--- src/rtl/gpu_scan_pkg.sv ---
// Shared types and step-size helpers for the autonomous primitive scanner.
package gpu_scan_pkg;

    typedef enum logic {
        SCAN_RECT = 1'b0,
        SCAN_TRI  = 1'b1
    } scanMode_t;

    typedef enum logic [1:0] {
        IDLE = 2'd0,
        INIT = 2'd1,
        SCAN = 2'd2,
        DONE = 2'd3
    } scanState_t;

    localparam int MAX_STEP_LOG2 = 4;

    // Horizontal pixels covered by one scan step.
    function automatic int step_size(input int step_log2);
        return 1 << step_log2;
    endfunction

    // Low-bit mask (ones) that must be cleared to step-align an X coordinate.
    function automatic int align_bits(input int step_log2);
        return (1 << step_log2) - 1;
    endfunction

endpackage

--- src/rtl/gpu_scan_xstep.sv ---
// Combinational X stepper: aligned span, next X in the current direction,
// and whether that next X still lies inside the aligned span.
module gpu_scan_xstep
    import gpu_scan_pkg::*;
#(
    parameter int COORD_W   = 12,
    parameter int STEP_LOG2 = 1
) (
    input  logic signed [COORD_W-1:0] i_x,
    input  logic signed [COORD_W-1:0] i_xMin,
    input  logic signed [COORD_W-1:0] i_xMax,
    input  logic                      i_dir,
    output logic signed [COORD_W:0]   o_xS,
    output logic signed [COORD_W:0]   o_xE,
    output logic signed [COORD_W:0]   o_nx,
    output logic                      o_inside
);

    localparam logic signed [COORD_W:0] STEP_W     = (COORD_W+1)'(step_size(STEP_LOG2));
    localparam logic        [COORD_W:0] ALIGN_MASK = ~((COORD_W+1)'(align_bits(STEP_LOG2)));

    logic signed [COORD_W:0] x_ext;

    always_comb begin
        x_ext    = {i_x[COORD_W-1], i_x};
        o_xS     = {i_xMin[COORD_W-1], i_xMin} & ALIGN_MASK;
        o_xE     = {i_xMax[COORD_W-1], i_xMax} & ALIGN_MASK;
        // One extra bit keeps a step past either bound from wrapping back inside.
        o_nx     = i_dir ? (x_ext - STEP_W) : (x_ext + STEP_W);
        o_inside = (o_nx >= o_xS) && (o_nx <= o_xE);
    end

endmodule

--- src/rtl/gpu_scan_gen.sv ---
// Self-stepping bounding-box scanner: raster order for rectangles, serpentine
// with coverage feedback for triangles, one coordinate per valid/ready beat.
module gpu_scan_gen
    import gpu_scan_pkg::*;
#(
    parameter int COORD_W   = 12,
    parameter int STEP_LOG2 = 1
) (
    input  logic                      i_clk,
    input  logic                      i_nRst,
    input  logic                      i_start,
    input  logic                      i_abort,
    input  logic                      i_mode,
    input  logic                      i_interlace,
    input  logic                      i_field,
    input  logic signed [COORD_W-1:0] i_xMin,
    input  logic signed [COORD_W-1:0] i_xMax,
    input  logic signed [COORD_W-1:0] i_yMin,
    input  logic signed [COORD_W-1:0] i_yMax,
    output logic                      o_busy,
    output logic                      o_valid,
    input  logic                      i_ready,
    input  logic                      i_hit,
    output logic signed [COORD_W-1:0] o_pixelX,
    output logic signed [COORD_W-1:0] o_pixelY,
    output logic                      o_dir,
    output logic                      o_lastLine,
    output logic                      o_done
);

    scanState_t              state_q;
    scanMode_t               mode_q;
    logic                    interlace_q;
    logic                    field_q;
    logic signed [COORD_W-1:0] xmin_q;
    logic signed [COORD_W-1:0] xmax_q;
    logic signed [COORD_W-1:0] ymin_q;
    logic signed [COORD_W-1:0] ymax_q;
    logic signed [COORD_W-1:0] x_q;
    logic signed [COORD_W-1:0] y_q;
    logic                    dir_q;
    logic                    found_q;
    logic                    complete_q;
    logic                    valid_q;
    logic                    busy_q;
    logic                    done_q;
    logic                    last_q;

    logic signed [COORD_W:0] xs;
    logic signed [COORD_W:0] xe;
    logic signed [COORD_W:0] nx;
    logic                    nx_inside;

    logic signed [COORD_W:0] ymin_ext;
    logic signed [COORD_W:0] ymax_ext;
    logic signed [COORD_W:0] y_ext;
    logic signed [COORD_W:0] ystep;
    logic signed [COORD_W:0] ys;
    logic signed [COORD_W:0] ny;
    logic                    ys_last;
    logic                    ny_last;
    logic                    y_last;
    logic                    accept;
    logic                    line_end;

    gpu_scan_xstep #(
        .COORD_W   (COORD_W),
        .STEP_LOG2 (STEP_LOG2)
    ) u_xstep (
        .i_x      (x_q),
        .i_xMin   (xmin_q),
        .i_xMax   (xmax_q),
        .i_dir    (dir_q),
        .o_xS     (xs),
        .o_xE     (xe),
        .o_nx     (nx),
        .o_inside (nx_inside)
    );

    always_comb begin
        ymin_ext = {ymin_q[COORD_W-1], ymin_q};
        ymax_ext = {ymax_q[COORD_W-1], ymax_q};
        y_ext    = {y_q[COORD_W-1], y_q};
        ystep    = interlace_q ? (COORD_W+1)'(2) : (COORD_W+1)'(1);
        // Interlaced scans start on the first line belonging to the current field.
        ys       = ymin_ext + (interlace_q ? {{COORD_W{1'b0}}, ymin_q[0] ^ field_q}
                                           : {(COORD_W+1){1'b0}});
        ny       = y_ext + ystep;
        ys_last  = (ys + ystep) > ymax_ext;
        ny_last  = (ny + ystep) > ymax_ext;
        y_last   = ny > ymax_ext;
        accept   = valid_q && i_ready;
        line_end = (i_hit && !nx_inside)
                || (!i_hit && found_q)
                || (!i_hit && !found_q && !nx_inside && complete_q);
    end

    always_ff @(posedge i_clk or negedge i_nRst) begin
        if (!i_nRst) begin
            state_q     <= IDLE;
            mode_q      <= SCAN_RECT;
            interlace_q <= 1'b0;
            field_q     <= 1'b0;
            xmin_q      <= '0;
            xmax_q      <= '0;
            ymin_q      <= '0;
            ymax_q      <= '0;
            x_q         <= '0;
            y_q         <= '0;
            dir_q       <= 1'b0;
            found_q     <= 1'b0;
            complete_q  <= 1'b0;
            valid_q     <= 1'b0;
            busy_q      <= 1'b0;
            done_q      <= 1'b0;
            last_q      <= 1'b0;
        end else begin
            done_q <= 1'b0;
            if (i_abort) begin
                state_q    <= IDLE;
                valid_q    <= 1'b0;
                busy_q     <= 1'b0;
                found_q    <= 1'b0;
                complete_q <= 1'b0;
            end else begin
                case (state_q)
                    IDLE: begin
                        if (i_start) begin
                            state_q     <= INIT;
                            busy_q      <= 1'b1;
                            mode_q      <= scanMode_t'(i_mode);
                            interlace_q <= i_interlace;
                            field_q     <= i_field;
                            xmin_q      <= i_xMin;
                            xmax_q      <= i_xMax;
                            ymin_q      <= i_yMin;
                            ymax_q      <= i_yMax;
                        end
                    end
                    INIT: begin
                        if ((xmin_q > xmax_q) || (ys > ymax_ext)) begin
                            state_q <= DONE;
                            busy_q  <= 1'b0;
                            done_q  <= 1'b1;
                        end else begin
                            state_q    <= SCAN;
                            valid_q    <= 1'b1;
                            x_q        <= xs[COORD_W-1:0];
                            y_q        <= ys[COORD_W-1:0];
                            dir_q      <= 1'b0;
                            found_q    <= 1'b0;
                            complete_q <= 1'b0;
                            last_q     <= ys_last;
                        end
                    end
                    SCAN: begin
                        if (accept) begin
                            if (mode_q == SCAN_RECT) begin
                                if (nx_inside) begin
                                    x_q <= nx[COORD_W-1:0];
                                end else if (!y_last) begin
                                    x_q    <= xs[COORD_W-1:0];
                                    y_q    <= ny[COORD_W-1:0];
                                    last_q <= ny_last;
                                end else begin
                                    state_q <= DONE;
                                    valid_q <= 1'b0;
                                    busy_q  <= 1'b0;
                                    done_q  <= 1'b1;
                                end
                            end else if (i_hit && nx_inside) begin
                                found_q <= 1'b1;
                                x_q     <= nx[COORD_W-1:0];
                            end else if (line_end) begin
                                if (y_last) begin
                                    state_q <= DONE;
                                    valid_q <= 1'b0;
                                    busy_q  <= 1'b0;
                                    done_q  <= 1'b1;
                                end else begin
                                    y_q        <= ny[COORD_W-1:0];
                                    last_q     <= ny_last;
                                    dir_q      <= ~dir_q;
                                    found_q    <= 1'b0;
                                    complete_q <= 1'b0;
                                end
                            end else if (!found_q && !nx_inside) begin
                                // Missed the whole way to an edge: turn round and
                                // re-emit this X so the far side of the line is covered.
                                dir_q      <= ~dir_q;
                                complete_q <= 1'b1;
                            end else begin
                                x_q <= nx[COORD_W-1:0];
                            end
                        end
                    end
                    DONE: begin
                        state_q <= IDLE;
                    end
                    default: begin
                        state_q <= IDLE;
                        valid_q <= 1'b0;
                        busy_q  <= 1'b0;
                    end
                endcase
            end
        end
    end

    assign o_busy     = busy_q;
    assign o_valid    = valid_q;
    assign o_pixelX   = x_q;
    assign o_pixelY   = y_q;
    assign o_dir      = dir_q;
    assign o_lastLine = last_q;
    assign o_done     = done_q;

endmodule

--- config.mk ---
export PLATFORM = sky130hd
export DESIGN_NAME = gpu_scan_gen
export DESIGN_NICKNAME = d
export VERILOG_FILES = /design/src/rtl/gpu_scan_pkg.sv /design/src/rtl/gpu_scan_xstep.sv /design/src/rtl/gpu_scan_gen.sv
export SDC_FILE = /design/constraint.sdc
export NUM_CORES = 1
export LEC_CHECK = 0
export ABC_AREA = 1
export ABC_CLOCK_PERIOD_IN_PS = 4600
export BUFFER_PORTS_ARGS = -buffer_cell sky130_fd_sc_hd__buf_4
export CORE_MARGIN = 4
export CORE_UTILIZATION = 35
export CTS_CLUSTER_DIAMETER = 200
export DETAILED_ROUTE_END_ITERATION = 12
export SLEW_MARGIN = 20
export SYNTH_ARGS = -nofsm -noshare
export SYNTH_HDL_FRONTEND = slang
export SYNTH_HIERARCHICAL = 1
export SYNTH_SLANG_ARGS = --single-unit
--- constraint.sdc ---
create_clock -name i_clk -period 4.6 [get_ports i_clk]
set_input_delay 0.69 -clock i_clk [delete_from_list [all_inputs] [get_ports i_clk]]
set_output_delay 0.69 -clock i_clk [all_outputs]
set_load 0.005 [all_outputs]
# After elaboration in Yosys (flattened, before gate mapping)
# Cells that the tools add are included.
# totals
wordCells	177
out_inout_bits	29
ff_bits	84
input_bits	57
# classes
bitwise	3
eq_ne	28
reduce_logical	28
mux	88
magnitude_cmp	7
n_addsub	6
# op_table
operator	count
$mux W12	15
$mux W1	53
$gt A13 B12 Y1	4
$pmux W12 S2	2
$ne A4 B4 Y1 const B	10
$ne A3 B3 Y1 const B	11
$reduce_and A7 Y1	4
$add A13 B3 Y13	2
$mux W2	9
$add A12 B2 Y13	1
$add A12 B3 Y13	1
$add A12 B3 Y13 const B	1
$ge A13 B12 Y1	1
$le A13 B12 Y1	1
$mux W13	1
$sub A12 B3 Y13 const B	1
$gt A12 B12 Y1	1
$pmux W1 S2	6
$reduce_and A6 Y1	2
$logic_and A1 B1 Y1	9
$ne A2 B2 Y1 const B	4
$pmux W2 S4	1
$reduce_and A8 Y1	1
$reduce_and A5 Y1	1
other kinds (12)	18

# Depth between registers and ports, before layout
# Gate-level depths: netlist of the first run.
# depth
word_depth	14
ltp_mapped	31
depth_no_buf	31

# Hierarchy
# Netlist of the first run, hierarchy kept.
# by_module_without_submodules
mod	area_per_inst_um2	n_inst	seq_area_each_um2	cells_each
gpu_scan_gen	6678.9	1	2102.0	937
gpu_scan_xstep	1430.1	1	0.0	233

# Worst setup path after synthesis of the first run
# No wires, ideal clock.
# synth_timing
kind	reg-to-reg
startpoint	register interlace_q
endpoint	register last_q, in the netlist o_lastLine
path_slack_ns	0.817
synth_period_minus_slack_ns	3.783
setup_time_ns	0.117
n_path_buf	0
stages_incl_launch_ff	26
arrival_time_ns	3.665
required_time_ns	4.483
cell_sequence	dfrtp_1 > inv_1 > ha_1 > fa_1 > inv_1 > fa_1 > nor2_1 > nand2_1 > inv_1 > nand3_2 > nor2_2 > nand3_1 > o21ai_1 > inv_1 > ha_1 > nand2_1 > inv_1 > nand3_1 > nor3_1 > nand2_1 > nand2_1 > nor2_1 > o21ai_0 > nand2_1 > nand2_1 > nand2_1
# synth_via
elab_chain_cells	10
word_cells_on_any_way	21
cone_classes	4 x add/sub; 4 x order compare; 1 x eq/ne; 10 x mux; 2 x reduce/logical
# synth_lines
item	line_no	source
from (decl)	gpu_scan_gen.sv:33	logic interlace_q;
from (signal assigned)	gpu_scan_gen.sv:132	interlace_q <= i_interlace;
$mux W2	gpu_scan_gen.sv:84	ystep = interlace_q ? (COORD_W+1)'(2) : (COORD_W+1)'(1);
$add A12 B3 Y13	gpu_scan_gen.sv:88	ny = y_ext + ystep;
$add A13 B3 Y13	gpu_scan_gen.sv:90	ny_last = (ny + ystep) > ymax_ext;
$gt A13 B12 Y1	gpu_scan_gen.sv:90	
$mux W1	gpu_scan_gen.sv:161, gpu_scan_gen.sv:175	
$mux W1	gpu_scan_gen.sv:174	end else if (line_end) begin
$mux W1	gpu_scan_gen.sv:171	end else if (i_hit && nx_inside) begin
$mux W1	gpu_scan_gen.sv:158	if (mode_q == SCAN_RECT) begin
$mux W1	gpu_scan_gen.sv:157	if (accept) begin
$pmux W1 S2	gpu_scan_gen.sv:126	case (state_q)
to (signal assigned)	gpu_scan_gen.sv:153	last_q <= ys_last;
to (signal assigned)	gpu_scan_gen.sv:164	last_q <= ny_last;
to (signal assigned)	gpu_scan_gen.sv:182	last_q <= ny_last;
to (decl)	gpu_scan_gen.sv:47	logic last_q;
# Several ways; a longest one is shown, not always the timed one. The select of a mux whose other input is x is not followed.
# A chain may end at the register's enable or synchronous reset.

# Worst setup path after layout of the first run
# layout_timing
startpoint	register interlace_q
endpoint	register x_q[5], in the netlist o_pixelX[5]
# layout_via
elab_chain_cells	6
word_cells_on_any_way	10
cone_classes	2 x add/sub; 2 x order compare; 2 x eq/ne; 2 x mux; 2 x reduce/logical
# layout_lines
item	line_no	source
$mux W1	gpu_scan_gen.sv:86	ys = ymin_ext + (interlace_q ? {{COORD_W{1'b0}}, ymin_q[0] ^ field_q}
$add A12 B2 Y13	gpu_scan_gen.sv:86	
$gt A13 B12 Y1	gpu_scan_gen.sv:141	if ((xmin_q > xmax_q) || (ys > ymax_ext)) begin
$logic_or A1 B1 Y1	gpu_scan_gen.sv:141	
$ne A2 B2 Y1 (no source line)	n/a	
$reduce_and A7 Y1 (no source line) *	n/a	
to (signal assigned)	gpu_scan_gen.sv:148	x_q <= xs[COORD_W-1:0];
to (signal assigned)	gpu_scan_gen.sv:160	x_q <= nx[COORD_W-1:0];
to (signal assigned)	gpu_scan_gen.sv:162	x_q <= xs[COORD_W-1:0];
to (decl)	gpu_scan_gen.sv:39	logic signed [COORD_W-1:0] x_q;
# Mark *: on every way between the ends. The rest lies on a longest branch, timed or not.

==> results.cfg, run 1 <==
[cells_and_area]
fin_util_pct = 41.0
area_growth_pct = 15.7
layout.area.seq_mm2 = 0.00210
nNetsFinal = 1401
drive_above_1_share_pct = 13.6
multi_input_area_mm2 = 0.00503
stdcell_area_mm2 = 0.00926
nFillCells = 2382
antenna_cells = 0

[global_route]
grt_max_degree = 60
overflow = 0
grt_pass1_vias = 6902
grtUsageTotal_pct = 16.4
antenna_found_initial = 1
grt_pass1_wl_um = 34400

[routing]
drc = 0
finalWirelength_um = 20500
vias_per_cell = 4.73
dr_total_vias = 7201
drtIter0Drc = 388
dr.pass1.iters = 5
wl_per_cell_um = 13.5
postRouteAntennaNets = 0

[min_path]
hold_class = input port to async pin

[timing]
maxSlewViolCount = 0
clock.fmax_ghz = 0.239
final.setup_skew_ns = 0.00606
hold_viol_final = 0
period_share_pct = 91.1
rsz0062_at_grt = false
holdWs_ns = 0.373
maxSlewHeadroom_pct = 54.4
fin_setup_tns_ns = 0
worst_pin_slew_ns = 0.684
fin_crit_ns = 4.19
setup_violations = 0

[logic_synthesis]
syn_nets = 1325
postSynthAreaPerCell_um2 = 6.92
yosys_warnings = 6
synth_cells = 1156
syn-cell-area_mm2 = 0.00800

[run]
drv_cap = 0

[placement]
io_buffer_count = 85
post_dp_cell_area_mm2 = 0.00890
place_congestion = 0.867
hpwlAfterDp_um = 16500

[setup_path]
crit_path_cell_trace = inv_1, ha_1, fa_1, nand3_1, inv_1, nand4_1, nor2_1, nand3_1, nand2_1, inv_1, ha_1, nand2_1, nor2_1, and2_1, nand2_1, nand3_1, nand3_1, nor2_1, nand2_1, buf_4, nand4_1, nand2_1
critPathTopFamily = simple AND/OR/NAND/NOR gates
crit_path_top_delay_cell = dfrtp_1
worst_setup_path_start_kind = register
crit_type = register to register
crit_fanout = 12
cpPeakStageDelay_ns = 0.44
cp_data_required_time_ns = 4.83
crit_buf_inv = 4
rrSetupSlack_ns = 0.41
worstSetupEndpointType = register
cp.arrival_ns = 4.42
path_common_cell = nand2_1

[pwr]
power_density_mw_per_mm2 = 796
pwr-share-comb_pct = 69.5
p_total_mw = 7.37
p_sw_share_pct = 52.1
vdd_ir_drop_max_mv = 0.230
power_leakage_nw = 5.23
clkPwrFrac_pct = 10.9
cell_internal_pwr_mw = 3.53
pwr-share-seq_pct = 19.7
p_sw_mw = 3.84

[cts]
clock_path_buffers = 2
clock_sinks = 84
cts_tree = yes
clockRootBuffer = clkbuf_16
cts_hold_buf = 0
cts_max_level = 3
path_clk_slew_ns = 0.07
cts_buffers = 9
clock_latency_ns = 0.35

[die]
die_area_mm2 = 0.0254
die_width_um = 159
core.rowCount = 55
start_util_pct = 35.5
core_area_mm2 = 0.0226
die_y_um = 159
ios = 86

[run_status]
outcome = complete, no violations
[per-stage QoR]
stage | cells | setup slack, ns
finish | 1522 | 0.409
CTS | 1519 | 0.133
detailed placement | 1503 | 0.144
global route | 1522 | 0.0120
global placement | 1503 | 0.218
floorplan | 1156 | 0.817
[state kept, by name, summed over array words and instances (netlist names), 2 cells and up]
signal and flops:
ymin_q 12, state_q 2, o_pixelX 12, xmax_q 12, xmin_q 12, ymax_q 12, o_pixelY 12
[path summary, 6_finish.rpt]
kind                                         start                       to  cells past startpoint
hold / removal                              i_nRst  o_pixelX[7]$_DFFE_PN0P_                      1
setup / recovery           interlace_q$_DFFE_PN0P_  o_pixelX[5]$_DFFE_PN0P_                     22
max in group asynchronous                   i_nRst        o_dir$_DFFE_PN0P_                      2
min in group i_clk          o_lastLine$_DFFE_PN0P_   o_lastLine$_DFFE_PN0P_                      2
hold reg to reg             o_lastLine$_DFFE_PN0P_   o_lastLine$_DFFE_PN0P_                      2
setup reg to reg           interlace_q$_DFFE_PN0P_  o_pixelX[5]$_DFFE_PN0P_                     22
[worst register-to-register path, delay by kind of cell, from the launching register on]
kind	cells	cell delay [ns]
and+or+nand+nor	15	2.24
DFF	1	0.44
buffers and inverters	4	0.59
adders and majority gates	3	0.83
[routing by layer]
metal / global-route usage, % / vias up / routed length, um
li1: - / 3840 / -
met1: 24.2 / 3223 / 10800
met2: 24.9 / 119 / 8610
met3: 2.64 / 17 / 865
met4: 4.42 / 2 / 244
met5: 0 / - / 14
[cell type report]
cell class                      instances  share of cell area (%)
Tap cell                              285                    3.85
Timing Repair inverter                  1                  0.0811
Sequential cell                        84                    22.7
Clock inverter                          6                   0.959
Timing Repair Buffer                   99                    8.02
Multi-Input combinational cell        852                    54.4
Inverter                              185                    7.54
Clock buffer                           10                    2.47
[timing repair]
item	4_1_cts	5_1_grt
buffers inserted	0	2
gates resized for setup	0	6
setup endpoints to repair	0	30
[placed cells by master, fill, tap and decap left out, types with 19 or more instances in the layout]
| cell | n |
|---|---|
| nand4_1 | 32 |
| mux2_2 | 19 |
| xor2_1 | 20 |
| a21oi_1 | 79 |
| dfrtp_1 | 83 |
| o21ai_0 | 30 |
| nor2_1 | 85 |
| buf_4 | 99 |
| inv_1 | 177 |
| nand3_1 | 44 |
| ha_1 | 108 |
| nand2_1 | 349 |
[power groups by stage]
stage	Combinational, mW	Sequential, mW	Clock, mW
finish	5.12	1.45	0.802
floorplan	3.84	1.36	0
global route	5.97	1.52	0.860
detailed placement	5.07	1.47	0
CTS	5.11	1.46	0.827
global placement	4.99	1.47	0
No activity file was read; power rests on OpenSTA's default activity.
==> run 2, diff against run 1 <==
--- a/config.mk
+++ b/config.mk
@@ -5,8 +5,7 @@
 export SDC_FILE = /design/constraint.sdc
 export NUM_CORES = 1
 export LEC_CHECK = 0
-export ABC_AREA = 1
-export ABC_CLOCK_PERIOD_IN_PS = 4600
+export ABC_CLOCK_PERIOD_IN_PS = 4700
 export BUFFER_PORTS_ARGS = -buffer_cell sky130_fd_sc_hd__buf_4
 export CORE_MARGIN = 4
 export CORE_UTILIZATION = 35
==> constraint.sdc (replaced) <==
create_clock -name i_clk -period 4.7 [get_ports i_clk]
set_input_delay 0.705 -clock i_clk [delete_from_list [all_inputs] [get_ports i_clk]]
set_output_delay 0.705 -clock i_clk [all_outputs]
set_load 0.005 [all_outputs]
==> results.cfg, run 2 <==
[timing]
fin_ws_ns = 0.281
maxSlewHeadroom_pct = 51.8
maxSlewViolCount = 0
final.setup_skew_ns = 0.0105
setup_violations = 0
period_share_pct = 94.0
clock.fmax_ghz = 0.226
hold_viol_final = 0
fin_crit_ns = 4.42
worst_pin_slew_ns = 0.723

[setup_path]
crit_path_top_delay_cell = dfrtp_2
crit_fanout = 12
worstSetupEndpointType = register
cpPeakStageDelay_ns = 0.45
crit_path_cell_trace = buf_8, ha_1, nor2_1, nand3_1, o21ai_0, a311oi_1, o311ai_4, ha_4, nand4_1, nor2_1, a21boi_2, a2111oi_4, mux2i_1, nor3_2, buf_4, buf_4, nand2_1, nand2_1, o21ai_1, a21o_1, buf_12, mux2_1
cp.arrival_ns = 4.65
crit_type = register to register
ff2ff_path_depth = 22
worst_setup_path_start_kind = register
cp_data_required_time_ns = 4.94

[cts]
path_clk_slew_ns = 0.06
clock_sinks = 84
cts_tree = yes
cts_buffers = 9
clockRootBuffer = clkbuf_16
clock_path_buffers = 2
cts_max_level = 3
clock_latency_ns = 0.35

[routing]
postRouteAntennaNets = 0
finalWirelength_um = 19500
wl_per_cell_um = 16.4
drc = 0
vias_per_cell = 5.17
dr_total_vias = 6145
dr.pass1.iters = 5
drtIter0Drc = 257

[run_status]
outcome = complete, no violations

[run]
drv_cap = 0

[cells_and_area]
mostFrequentLayoutCell = buf_4
drive_above_1_share_pct = 28.9
nNetsFinal = 1078
fin_util_pct = 43.4
nFillCells = 2055
stdcell_count = 1189
area_growth_pct = 21.7
final_cell_mix = buf_4 (132), ha_1 (105), dfrtp_1 (83), inv_1 (82), mux2_2 (64)
antenna_cells = 0

[logic_synthesis]
syn_nets = 963
postSynthAreaPerCell_um2 = 9.45
yosys_warnings = 6
synth_cells = 794
syn-cell-area_mm2 = 0.00750

[placement]
pre_cts_slack_ns = -0.166
hpwlAfterDp_um = 15100
place_congestion = 0.830
io_buffer_count = 85
dp_cells = 1166

[die]
core.rowCount = 53
die_y_um = 154
start_util_pct = 35.7
die_width_um = 154
ios = 86
core_area_mm2 = 0.0210
die_area_mm2 = 0.0238

[pwr]
pwr-share-comb_pct = 72.2
pwr-share-seq_pct = 19.2
p_sw_mw = 3.61
clkPwrFrac_pct = 8.6
power_density_mw_per_mm2 = 849
p_sw_share_pct = 46.6
cell_internal_pwr_mw = 4.14
vdd_ir_drop_max_mv = 0.297
power_leakage_nw = 4.35

[global_route]
grtUsageTotal_pct = 16.1
grt_pass1_vias = 6001
grt_max_degree = 53
grt_pass1_wl_um = 31000
overflow = 0
antenna_found_initial = 0

[min_path]
hold_class = input port to async pin
run 2: power by group through the flow:
stage / registers [mW] / logic [mW] / clock network, mW
after floorplan: 1.37 / 3.81 / 0
final: 1.48 / 5.59 / 0.669
after detailed placement: 1.49 / 5.29 / 0
after CTS: 1.48 / 5.38 / 0.687
after global placement: 1.48 / 5.23 / 0
after global routing: 1.55 / 6.28 / 0.713
run 2: per-layer routing:
layer	vias to the layer above	GRT usage (%)	share of wire [%]	wire length, um
met5	-	0	0	0
met4	0	4.88	1.5	291
met3	17	2.55	4.2	816
met2	112	26.8	48	9300
met1	2962	21.7	47	9080
li1	3054	-	-	-
run 2: timing repair:
item	in CTS	in global routing
buffers inserted	2	4
setup endpoints to repair	27	31
hold buffers	0	0
cloned	0	1
gates resized for setup	4	25
pin swaps	3	19
run 2: final cells by class:
class / count / area (um2) / area share, %
clock inverters: 5 / 28.8 / 0.315
clock buffers: 11 / 233 / 2.55
flip-flops and latches: 84 / 2100 / 23.0
well taps: 275 / 344 / 3.77
repair buffers: 135 / 1050 / 11.5
multi-input cells: 597 / 5060 / 55.4
inverters: 82 / 308 / 3.37
run 2: final timing paths:
path | from | to | slack, ns
min | i_nRst | xmax_q[1]$_DFFE_PN0P_ | 0.31
max in group asynchronous | i_nRst | o_pixelY[11]$_DFFE_PN0P_ | 3.34
max | o_dir$_DFFE_PN0P_ | o_pixelX[1]$_DFFE_PN0P_ | 0.28
min in group i_clk | ymax_q[10]$_DFFE_PN0P_ | ymax_q[10]$_DFFE_PN0P_ | 0.50
max reg2reg | o_dir$_DFFE_PN0P_ | o_pixelX[1]$_DFFE_PN0P_ | 0.28
min reg2reg | ymax_q[10]$_DFFE_PN0P_ | ymax_q[10]$_DFFE_PN0P_ | 0.50
run 2: metrics by stage:
step	instance area (um2)	hold slack (ns)	TNS [ns]	total power [mW]
after floorplan	7500	0.409	0	5.18
after global placement	8640	0.488	-0.123	6.71
after detailed placement	8640	0.493	-1.04	6.78
after CTS	8930	0.318	0	7.55
after global routing	9130	0.344	-0.0380	8.54
final	9130	0.307	0	7.75
run 2: critical path: cells and delay by family (launching register included):
| kind | cells | cell delay, ns |
|---|---|---|
| compound gates | 7 | 1.27 |
| fa+ha+maj | 2 | 0.73 |
| buf+inv | 4 | 0.60 |
| flops | 1 | 0.45 |
| mux | 2 | 0.44 |
| simple gates | 7 | 0.79 |
